$ cat src/rtl/shift_ctrl_pkg.sv
// Shared encodings for the shifter control stage: FSM state codes and
// shifter direction values.
package shift_ctrl_pkg;

    localparam logic [2:0] IDLE  = 3'd0;
    localparam logic [2:0] LOAD  = 3'd1;
    localparam logic [2:0] RUN   = 3'd2;
    localparam logic [2:0] PAUSE = 3'd3;
    localparam logic [2:0] DONE  = 3'd4;

    localparam logic DIR_LEFT  = 1'b0;
    localparam logic DIR_RIGHT = 1'b1;

    // The step counter only advances in states where the shifter may be stepped.
    function automatic logic ticks_allowed(input logic [2:0] st);
        return (st == IDLE) || (st == LOAD) || (st == RUN);
    endfunction

endpackage

$ cat src/rtl/shift_ctrl_btn_debounce.sv
// Two-flop synchroniser followed by a stability counter; the output follows
// the synchronised input only after DEB_CYC consecutive differing samples.
module btn_debounce
    import shift_ctrl_pkg::*;
#(
    parameter int DEB_CYC = 16
) (
    input  logic clk,
    input  logic rst_n,
    input  logic din,
    output logic dout
);

    localparam int CW = $clog2(DEB_CYC + 1);
    localparam logic [CW-1:0] CNT_LAST = CW'(DEB_CYC - 1);
    localparam logic [CW-1:0] CNT_ONE  = {{(CW-1){1'b0}}, 1'b1};

    logic [1:0]    sync_r;
    logic [CW-1:0] cnt_r;
    logic          stable_r;

    // Synchronise the raw input and count how long it has disagreed with the output.
    always_ff @(posedge clk or negedge rst_n) begin
        if (!rst_n) begin
            sync_r   <= 2'b00;
            cnt_r    <= {CW{1'b0}};
            stable_r <= 1'b0;
        end else begin
            sync_r <= {sync_r[0], din};
            if (sync_r[1] == stable_r) begin
                cnt_r <= {CW{1'b0}};
            end else if (cnt_r == CNT_LAST) begin
                stable_r <= sync_r[1];
                cnt_r    <= {CW{1'b0}};
            end else begin
                cnt_r <= cnt_r + CNT_ONE;
            end
        end
    end

    assign dout = stable_r;

endmodule

$ cat src/rtl/shift_ctrl.sv
// Control stage for the 43-bit left/right shifter: button debounce, step tick
// generation and the run/pause FSM. SHIFT_CTRL_AUTOSTOP_EN enables auto-stop at zero.
module shift_ctrl
    import shift_ctrl_pkg::*;
#(
    parameter int WIDTH   = 43,
    parameter int DIV_W   = 24,
    parameter int DEB_CYC = 16
) (
    input  logic             clk,
    input  logic             rst_n,
    input  logic             btn_start,
    input  logic             btn_stop,
    input  logic             sw_dir,
    input  logic [DIV_W-1:0] period,
    input  logic [WIDTH-1:0] shift_value,
    output logic             step_tick,
    output logic             enable,
    output logic             shift_switch,
    output logic             running,
    output logic             done
);

    localparam logic [DIV_W-1:0] DIV_ONE = {{(DIV_W-1){1'b0}}, 1'b1};

    logic [1:0]       rst_sync_r;
    logic             rst_int_n_s;
    logic             start_db_s, stop_db_s, dir_db_s;
    logic             start_q_r, stop_q_r;
    logic             start_p_s, stop_p_s;
    logic [2:0]       state_r, state_next_s;
    logic [DIV_W-1:0] cnt_r, period_eff_s;
    logic             step_tick_r;
    logic             enable_r, running_r, done_r, shift_switch_r;
    logic             enable_next_s, running_next_s, done_next_s;

    // Reset asserts asynchronously but releases two clocks later, in step with clk.
    always_ff @(posedge clk or negedge rst_n) begin
        if (!rst_n) begin
            rst_sync_r <= 2'b00;
        end else begin
            rst_sync_r <= {rst_sync_r[0], 1'b1};
        end
    end
    assign rst_int_n_s = rst_sync_r[1];

    btn_debounce #(.DEB_CYC(DEB_CYC)) u_deb_start (
        .clk(clk), .rst_n(rst_int_n_s), .din(btn_start), .dout(start_db_s));
    btn_debounce #(.DEB_CYC(DEB_CYC)) u_deb_stop (
        .clk(clk), .rst_n(rst_int_n_s), .din(btn_stop), .dout(stop_db_s));
    btn_debounce #(.DEB_CYC(DEB_CYC)) u_deb_dir (
        .clk(clk), .rst_n(rst_int_n_s), .din(sw_dir), .dout(dir_db_s));

    // Previous debounced button levels for rising-edge detection.
    always_ff @(posedge clk or negedge rst_int_n_s) begin
        if (!rst_int_n_s) begin
            start_q_r <= 1'b0;
            stop_q_r  <= 1'b0;
        end else begin
            start_q_r <= start_db_s;
            stop_q_r  <= stop_db_s;
        end
    end
    assign start_p_s = start_db_s & ~start_q_r;
    assign stop_p_s  = stop_db_s & ~stop_q_r;

    assign period_eff_s = (period == {DIV_W{1'b0}}) ? DIV_ONE : period;

    // Step counter; gated by the next state so no tick appears once PAUSE/DONE is entered.
    always_ff @(posedge clk or negedge rst_int_n_s) begin
        if (!rst_int_n_s) begin
            cnt_r       <= {DIV_W{1'b0}};
            step_tick_r <= 1'b0;
        end else if (!ticks_allowed(state_next_s)) begin
            cnt_r       <= {DIV_W{1'b0}};
            step_tick_r <= 1'b0;
        end else if (cnt_r >= period_eff_s - DIV_ONE) begin
            cnt_r       <= {DIV_W{1'b0}};
            step_tick_r <= 1'b1;
        end else begin
            cnt_r       <= cnt_r + DIV_ONE;
            step_tick_r <= 1'b0;
        end
    end

    // FSM state register.
    always_ff @(posedge clk or negedge rst_int_n_s) begin
        if (!rst_int_n_s) begin
            state_r <= IDLE;
        end else begin
            state_r <= state_next_s;
        end
    end

    // FSM next-state logic; stop wins over start when both arrive together.
    always_comb begin
        state_next_s = state_r;
        case (state_r)
            IDLE: begin
                if (start_p_s) state_next_s = LOAD;
                else           state_next_s = IDLE;
            end
            LOAD: begin
                if (step_tick_r) state_next_s = RUN;
                else             state_next_s = LOAD;
            end
            RUN: begin
                if (stop_p_s) state_next_s = PAUSE;
`ifdef SHIFT_CTRL_AUTOSTOP_EN
                else if (step_tick_r && (shift_value == {WIDTH{1'b0}})) state_next_s = DONE;
`endif
                else          state_next_s = RUN;
            end
            PAUSE: begin
                if (stop_p_s)       state_next_s = IDLE;
                else if (start_p_s) state_next_s = RUN;
                else                state_next_s = PAUSE;
            end
            DONE: begin
                if (stop_p_s)       state_next_s = IDLE;
                else if (start_p_s) state_next_s = LOAD;
                else                state_next_s = DONE;
            end
            default: state_next_s = IDLE;
        endcase
    end

    // FSM output decode of the upcoming state, so registered outputs track state_r.
    always_comb begin
        enable_next_s  = 1'b0;
        running_next_s = 1'b0;
        done_next_s    = 1'b0;
        case (state_next_s)
            IDLE:    enable_next_s = 1'b0;
            LOAD:    enable_next_s = 1'b0;
            RUN: begin
                enable_next_s  = 1'b1;
                running_next_s = 1'b1;
            end
            PAUSE:   enable_next_s = 1'b1;
            DONE: begin
                enable_next_s = 1'b1;
`ifdef SHIFT_CTRL_AUTOSTOP_EN
                done_next_s   = 1'b1;
`else
                done_next_s   = 1'b0;
`endif
            end
            default: enable_next_s = 1'b0;
        endcase
    end

    // Output registers; direction is sampled only right after a tick so it holds for a step.
    always_ff @(posedge clk or negedge rst_int_n_s) begin
        if (!rst_int_n_s) begin
            enable_r       <= 1'b0;
            running_r      <= 1'b0;
            done_r         <= 1'b0;
            shift_switch_r <= DIR_LEFT;
        end else begin
            enable_r  <= enable_next_s;
            running_r <= running_next_s;
            done_r    <= done_next_s;
            if (step_tick_r) begin
                shift_switch_r <= (dir_db_s == DIR_RIGHT) ? DIR_RIGHT : DIR_LEFT;
            end else begin
                shift_switch_r <= shift_switch_r;
            end
        end
    end

`ifndef SHIFT_CTRL_AUTOSTOP_EN
    logic unused_shift_value_s;
    assign unused_shift_value_s = ^shift_value;
`endif

    assign step_tick    = step_tick_r;
    assign enable       = enable_r;
    assign running      = running_r;
    assign done         = done_r;
    assign shift_switch = shift_switch_r;

endmodule
$ cat config.mk
export PLATFORM = sky130hd
export DESIGN_NAME = shift_ctrl
export DESIGN_NICKNAME = d
export VERILOG_FILES = /design/src/rtl/shift_ctrl_pkg.sv /design/src/rtl/shift_ctrl_btn_debounce.sv /design/src/rtl/shift_ctrl.sv
export SDC_FILE = /design/constraint.sdc
export NUM_CORES = 1
export LEC_CHECK = 0
export CAP_MARGIN = 20
export CORE_ASPECT_RATIO = 0.7
export CORE_MARGIN = 2
export CORE_UTILIZATION = 46
export DETAILED_ROUTE_END_ITERATION = 10
export PLACE_DENSITY = 0.73
export SYNTH_ARGS = -nofsm -noshare
export SYNTH_HDL_FRONTEND = slang
export SYNTH_HIERARCHICAL = 1
export SYNTH_SLANG_ARGS = --single-unit
$ cat constraint.sdc
create_clock -name clk -period 3.08 [get_ports clk]
set_input_delay 0.924 -clock clk [delete_from_list [all_inputs] [get_ports clk]]
set_output_delay 0.924 -clock clk [all_outputs]
set_load 0.02 [all_outputs]
==> impl_metrics.ini <==
[power_and_ir_drop]
combPwrFrac = 0.192
swShare = 0.282
power_density_mw_per_mm2 = 400
seqPwrFrac = 0.458
internal_power_uw = 1440
leakagePower_uw = 0.00223
p_switching_uw = 564
power_uw = 2000
clock_power_share = 0.350
ir_drop_v = 0.000268

[floorplanning]
core-area_sq_mm = 0.00742
die_h_microns = 77.9
die_w_microns = 110
die_area_sq_mm = 0.00853
start_util = 0.484
io-pin-count = 77
placementRows = 26

[global_routing]
grt_start_max_net_pins = 38
grt_use_total = 0.235
grt_pass1_vias = 3365
antenna_found_initial = 0
grt-ovfl-total = 0
grt_pass1_wl_microns = 15500

[placed_design]
gp_congestion = 0.848
placed_cells = 544
port_buffers = 32
dp.final_hpwl_microns = 6230

[yosys]
ys_seq_area_frac = 0.411
async_flop_share = 1.00
synth-edff-count = 0
syn_area_sq_mm = 0.00359
synth-main-ff-cell = dfrtp_1
synth_fp_nets = 473
synth_warnings = 6
ys_types = 48
ys_seq_elements = 59
avgSynthCellArea_sq_um = 9.65
netlist_instances = 372

[final_layout]
num-fill-cells = 538
mostFrequentLayoutCells = dfrtp_1 (58), buf_4 (56), xnor2_1 (34)
area_growth_pct = 39.6
drive_gt1_frac = 0.302
final-instance-count-excl-fill = 572
diodes = 0
nets = 571
layout_commonest_cell = dfrtp_1
utilization = 0.676

[sta]
fin_worst_skew_ns = 0.00678
fin_crit_sh = 1.32
slew_viol_final = 0
timing.final.crit_period_ns = 4.06
fin_setup_tns_ns = -23.30
rsz0062_at_grt = yes
finalHoldViolations = 0
finalSetupViolCount = 25
max_freq_mhz = 247
setup_slack_ns = -0.976

[worst_setup_path]
critical_path.slowest_cell = or4_4
worstPathRequired_ns = 3.32
cp_slowest_stage_delay_ns = 0.53
worst_path_most_repeated_cell = buf_6
crit_path_cell_trace = buf_6 > or4_4 > or2_4 > nor3_4 > a21oi_4 > ha_2 > nor3b_4 > nand3_4 > buf_6 > nor2_1 > xnor2_1 > ha_1 > a21oi_1 > o21ai_1 > a32o_2 > buf_12 > nor4b_4
cp_max_fo = 7
critical_path_arrival_ns = 4.30
endpoint_kind = flip-flop
startpoint_type = input port
worstSetupPathType = in2reg

[routing]
wl_microns = 9290
post_drt_wl_per_cell_microns = 16.2
vias = 3175
drcViolationCount = 0
ant_nets = 0
drt-pass1-iter-count = 4
drt_iter0_markers = 260
vias_per_cell = 5.55

[clocking]
numClockSinks = 59
path_clk_slew_ns = 0.06
cts_hold_buf = 0
insertion_delay_ns = 0.34
clk_path_buf_depth = 2
cts-htree-levels = 3
cts_made_buffers = 9
cts_tree = done
cts_root_buffer = clkbuf_8

[status]
status = finished, violations left
violations = negative setup slack

[run]
maxCapViolations = 0

[hold_path]
worstHoldPathType = reg2async
## cell type report
cell class	instances	area (sq um)	area share
inverters	12	45.0	0.00899
flip-flops and latches	59	1480	0.295
multi-input cells	290	2320	0.464
clock buffers	13	159	0.0317
clock inverters	2	35.0	0.00699
well taps	98	123	0.0245
repair buffers	98	847	0.169
## worst max-delay path, delay by kind of cell
kind	cells	cell delay [ns]
xor+xnor	1	0.23
compound gates	4	0.66
fa+ha+maj	2	0.50
simple gates	7	1.58
buf+inv	3	0.39
## registers in the layout (all words and copies together) (netlist names), 2 cells and up
| register | flops |
|---|---|
| u_deb_start/sync_r | 2 |
| state_r | 3 |
| rst_sync_r | 2 |
| u_deb_stop/cnt_r | 5 |
| u_deb_stop/sync_r | 2 |
| cnt_r | 24 |
| u_deb_dir/sync_r | 2 |
| u_deb_dir/cnt_r | 5 |
| u_deb_start/cnt_r | 5 |
## routing by layer
metal,vias to the layer above,share of wire,global-route usage
li1,1535,-,-
met3,13,0.044,0.0496
met2,74,0.50,0.390
met4,0,0.014,0.0759
met1,1553,0.45,0.305
met5,-,0,0
## cells in the mapped netlist, types with 2 or more instances
cell / number / share of area
a211oi_1: 3 / 0.0063
a21oi_1: 13 / 0.018
a41oi_1: 2 / 0.0049
and2_1: 3 / 0.0052
and3_1: 8 / 0.014
and4_1: 2 / 0.0049
clkbuf_1: 9 / 0.0094
conb_1: 2 / 0.0021
dfrtp_1: 59 / 0.41
ha_1: 29 / 0.10
inv_1: 12 / 0.013
mux2_1: 3 / 0.0094
nand2_1: 31 / 0.032
nand2b_1: 4 / 0.0070
nand3_1: 15 / 0.021
nand3_2: 3 / 0.0084
nand4_1: 10 / 0.017
nor2_1: 24 / 0.025
nor2_2: 3 / 0.0052
nor2b_1: 2 / 0.0035
nor3_1: 31 / 0.043
nor4_1: 9 / 0.016
nor4b_1: 12 / 0.029
o21ai_0: 5 / 0.0070
o21ai_1: 4 / 0.0056
or3_1: 3 / 0.0052
or4_1: 3 / 0.0063
xnor2_1: 35 / 0.085
xor2_1: 14 / 0.034
## repair_timing
action / in CTS / in global routing
setup endpoints to repair: 25 / 25
pin swaps: 35 / 4
resized for setup: 99 / 5
cloned: 2 / 0
setup buffers: 14 / 2
## worst paths after layout
kind	cells past startpoint	slack, ns	startpoint	endpoint
worst min-delay path	0	0.21	rst_sync_r[1]	u_deb_start/cnt_r[0]
min in group clk	0	0.35	u_deb_start/sync_r[0]	u_deb_start/sync_r[1]
max in group asynchronous	1	2.04	rst_sync_r[1]	u_deb_dir/cnt_r[2]
worst max-delay path	17	-0.98	period[0]	cnt_r[18]
worst max register to register	8	0.95	cnt_r[0]	cnt_r[18]
worst min register to register	0	0.21	rst_sync_r[1]	u_deb_start/cnt_r[0]
## logic make-up after synthesis
group | share of synthesized area
xor+xnor | 0.120
buf+inv | 0.0255
flops | 0.411
mux | 0.0126
other cells | 0.00209
compound gates | 0.0645
fa+ha+maj | 0.101
simple gates | 0.263
## power by group through the flow
stage	Sequential [uW]	Combinational, uW	Clock (uW)
finish	917	384	702
global route	927	429	754
CTS	916	376	717
detailed placement	929	367	0
global placement	925	354	0
floorplan	913	221	0
## stage by stage
| stage | cell area (sq um) | hold WS [ns] | setup WS, ns |
|---|---|---|---|
| after detailed placement | 4520 | 0.231 | -1.69 |
| after global placement | 4520 | 0.219 | -1.53 |
| after floorplan | 3730 | 0.331 | -0.995 |
| after global routing | 5010 | 0.257 | -1.10 |
| after CTS | 5030 | 0.234 | -0.909 |
| final | 5010 | 0.208 | -0.976 |
No activity file was read; power rests on OpenSTA's default activity.
==> variant (config.mk and constraints unchanged) <==
The option `SHIFT_CTRL_AUTOSTOP_EN` is turned on by a define.
--- a/src/rtl/shift_ctrl.sv
+++ b/src/rtl/shift_ctrl.sv
@@ -2,2 +2,4 @@
 // generation and the run/pause FSM. SHIFT_CTRL_AUTOSTOP_EN enables auto-stop at zero.
+`define SHIFT_CTRL_AUTOSTOP_EN
+
 module shift_ctrl
Behaviour: same outputs for any inputs over 10 cycles, from zero or initial values and one cycle with rst_n low; that may be too few to reach the edited logic, so the function may still have changed.
==> variant against the unedited design <==
The run still ends with negative setup slack left; sequential cell count is 1 higher; count of clock-buffer cells in the layout is 3 lower; die area is 0.10% higher; utilization is 5.2 points higher; non-clock buffer count is 34 higher; final cell count is 7.7% higher; wire length is 4.7% lower; global-route usage is 2.0 points lower; worst setup slack worse by 490 ps; synthesized area is 0.10% higher; worst hold slack better by 43 ps; design area is 7.7% higher; via count is 1.4% higher; total power is 10% higher; critical endpoint is now cnt_r[9].
==> variant: results (changes against the unedited design) <==
Detailed routing
  • Detailed router's first-iteration violation count: 99 (-62%)
  • DR WL/cell: 14.4 um (-12%)
  • Routed wire length: 8850 um (-4.7%)
  • Via total after detailed routing: 3218 (+1.4%)
  • First drt pass iteration count: 5 (+1)

Place
  • Total placed instance area: 4860 um2 (+7.5%)
  • Final Wtd Congestion: 0.773 (-8.9%)
  • DP Worst Slack: -2090 ps (-405 ps)
  • Estimated wirelength of the detail-placed design: 6340 um (+1.8%)
  • Number of port buffers: 76 (+140%)
  • Number of cells after detailed placement: 591 (+8.6%)

GRT
  • Initial antenna violation count: 0 (unchanged)
  • Global-route wire length before repair: 14300 um (-7.3%)
  • Total routing usage reported by global routing: 0.215 (-0.0199)
  • Maximum number of pins on one net before global-route repair: 34 (-11%)

STA
  • Min Hold Slack: 250 ps (+42.8 ps)
  • Worst-case clock skew: 5.09 ps (-1.69 ps)
  • Final setup slack of the worst path: -1470 ps (-491 ps)
  • Setup TNS Final: -35860 ps (-12560 ps)
  • Final count of negative-setup-slack endpoints: 25 (unchanged)
  • Max_slew headroom: 0.473

Clocking
  • Clock slew at reported path FFs: 70 ps
  • Clock H-tree levels: 3 (unchanged)
  • Number of buffers created by CTS: 9 (unchanged)
  • Library cell used as clock root buffer: clkbuf_8
  • Clk_lat worst skew: 330 ps
  • Worst-case clock buffer depth: 2 (unchanged)

Worst setup path
  • Worst r2r dst: cnt_r[9]
  • Top fanout value on the critical path: 6 (-1)
  • Worst reg-to-reg setup slack: 700 ps (-250 ps)
  • Arrival time reported for the critical path endpoint: 4810 ps (+510 ps)
  • Critical register-to-register path startpoint: cnt_r[13]
  • Worst R2R Path Depth: 8 (unchanged)

Finish
  • Fraction of layout cells with a size suffix above 1: 0.261 (-0.0411)
  • Number of filler instances in the final layout: 555 (+3.2%)
  • Register with the most flip-flops: cnt_r
  • Flip-flop count of the largest register after layout: 24 (unchanged)
  • Nets: 614 (+7.5%)
  • Antenna cell count: 0 (unchanged)

Synthesis
  • Sequential cell area fraction in the yosys report: 0.418 (+0.00654)
  • Async set-reset flop share out of synthesis: 1.00 (unchanged)
  • Mux cell area share after synthesis: 0.0181 (+0.00556)
  • Compound-gate portion of the synthesized area: 0.0676 (+0.00307)
  • Adder and majority gate portion of the synthesized area: 0.101 (-0.000106)
  • Area share of xor/xnor cells in the synthesized design: 0.117 (-0.00256)
  • Number of warnings issued by yosys: 6 (unchanged)
  • Syn Area/Cell: 9.66 um2 (+0.10%)
  • Synth top cells by count: dfrtp_1, nor2_1, ha_1, xnor2_1, xor2_1
  • Dominant cells by area after synthesis: dfrtp_1, ha_1, xnor2_1
  • Synthesized Nets: 473 (unchanged)
  • Dominant combinational cell family by area after synthesis: simple AND/OR/NAND/NOR gates
  • Count of distinct cell types in the synthesized netlist: 49 (+2.1%)

Hold path
  • Worst hold path class: reg -> async

Run status
  • Violated checks: negative setup slack
  • Outcome: finished with violations

Power and ir drop
  • Leak Pwr: 2.37 nW (+6.5%)
  • Maximum vdd drop: 0.000466 V (+74%)
==> variant: changes by cell type after synthesis, moves of 3 or more <==
| cell | before | now |
|---|---|---|
| nor2_1 | 24 | 58 |
| nor3_1 | 31 | 11 |
| nand2_1 | 31 | 20 |
| nor4b_1 | 12 | 1 |
| clkbuf_1 | 9 | 0 |
| xnor2_1 | 35 | 26 |
| xor2_1 | 14 | 22 |
| nor4_1 | 9 | 16 |
| inv_1 | 12 | 18 |
| a21oi_1 | 13 | 10 |
| nand4_1 | 10 | 7 |
==> variant: timing repair <==
item | in CTS | in global routing
setup endpoints to repair | 25 | 25
resized for setup | 47 | 39
hold buffers | 0 | 0
pin swaps | 26 | 33
cloned | 2 | 1
setup buffers | 4 | 3
==> variant: how the worst max path moves through the flow <==
stage,from,to,slack (ps)
after global placement,period[7],cnt_r[8],-1940
after floorplan,period[7],cnt_r[10],-1380
final,period[8],cnt_r[9],-1470
after CTS,period[10],cnt_r[22],-1510
after global routing,period[8],cnt_r[9],-1650
after detailed placement,period[7],cnt_r[13],-2090
==> variant: layout make-up <==
type                            instances  area [um2]  share of cell area
Multi-Input combinational cell        292        2270               0.421
Sequential cell                        60        1500               0.278
Timing Repair Buffer                  132        1230               0.228
Clock buffer                           10         138              0.0255
Tap cell                               98         123              0.0227
Inverter                               18        67.6              0.0125
Clock inverter                          6        63.8              0.0118
==> variant: power breakdown <==
group	total (mW)	internal [mW]	switching, mW
registers	0.948	0.860	0.0875
clock network	0.702	0.393	0.309
logic	0.561	0.303	0.259
==> variant: logic make-up (layout without fill, tap and decap cells) <==
logic type,after synthesis,after routing
XOR/XNOR,48,48
AND/OR/NAND/NOR,172,172
flip-flops,60,60
buffers and inverters,20,166
multiplexers,6,6
adder cells (fa/ha/maj),29,29
other,1,1
AO/OA/AOI/OAI,36,36
==> variant: per-layer routing <==
metal / share of wire / up-vias / track usage
li1: - / 1598 / -
met1: 0.45 / 1529 / 0.277
met2: 0.48 / 85 / 0.362
met3: 0.067 / 6 / 0.0538
met4: 0.0095 / 0 / 0.0532
met5: 0 / - / 0
==> variant: worst max-delay path, stage by stage <==
cell,delay [ps]
buf_6,100
or4_4,540
nor4b_4,270
nand3_2,160
nor4_4,210
a31oi_2,150
ha_2,210
nand3_2,70
or2_4,170
nor3_2,60
xnor2_1,120
ha_1,300
nand4_1,140
buf_4,140
inv_2,30
a2111o_1,430
a21oi_4,180
o2111ai_4,240
clkbuf_16,270
nor2_4,80
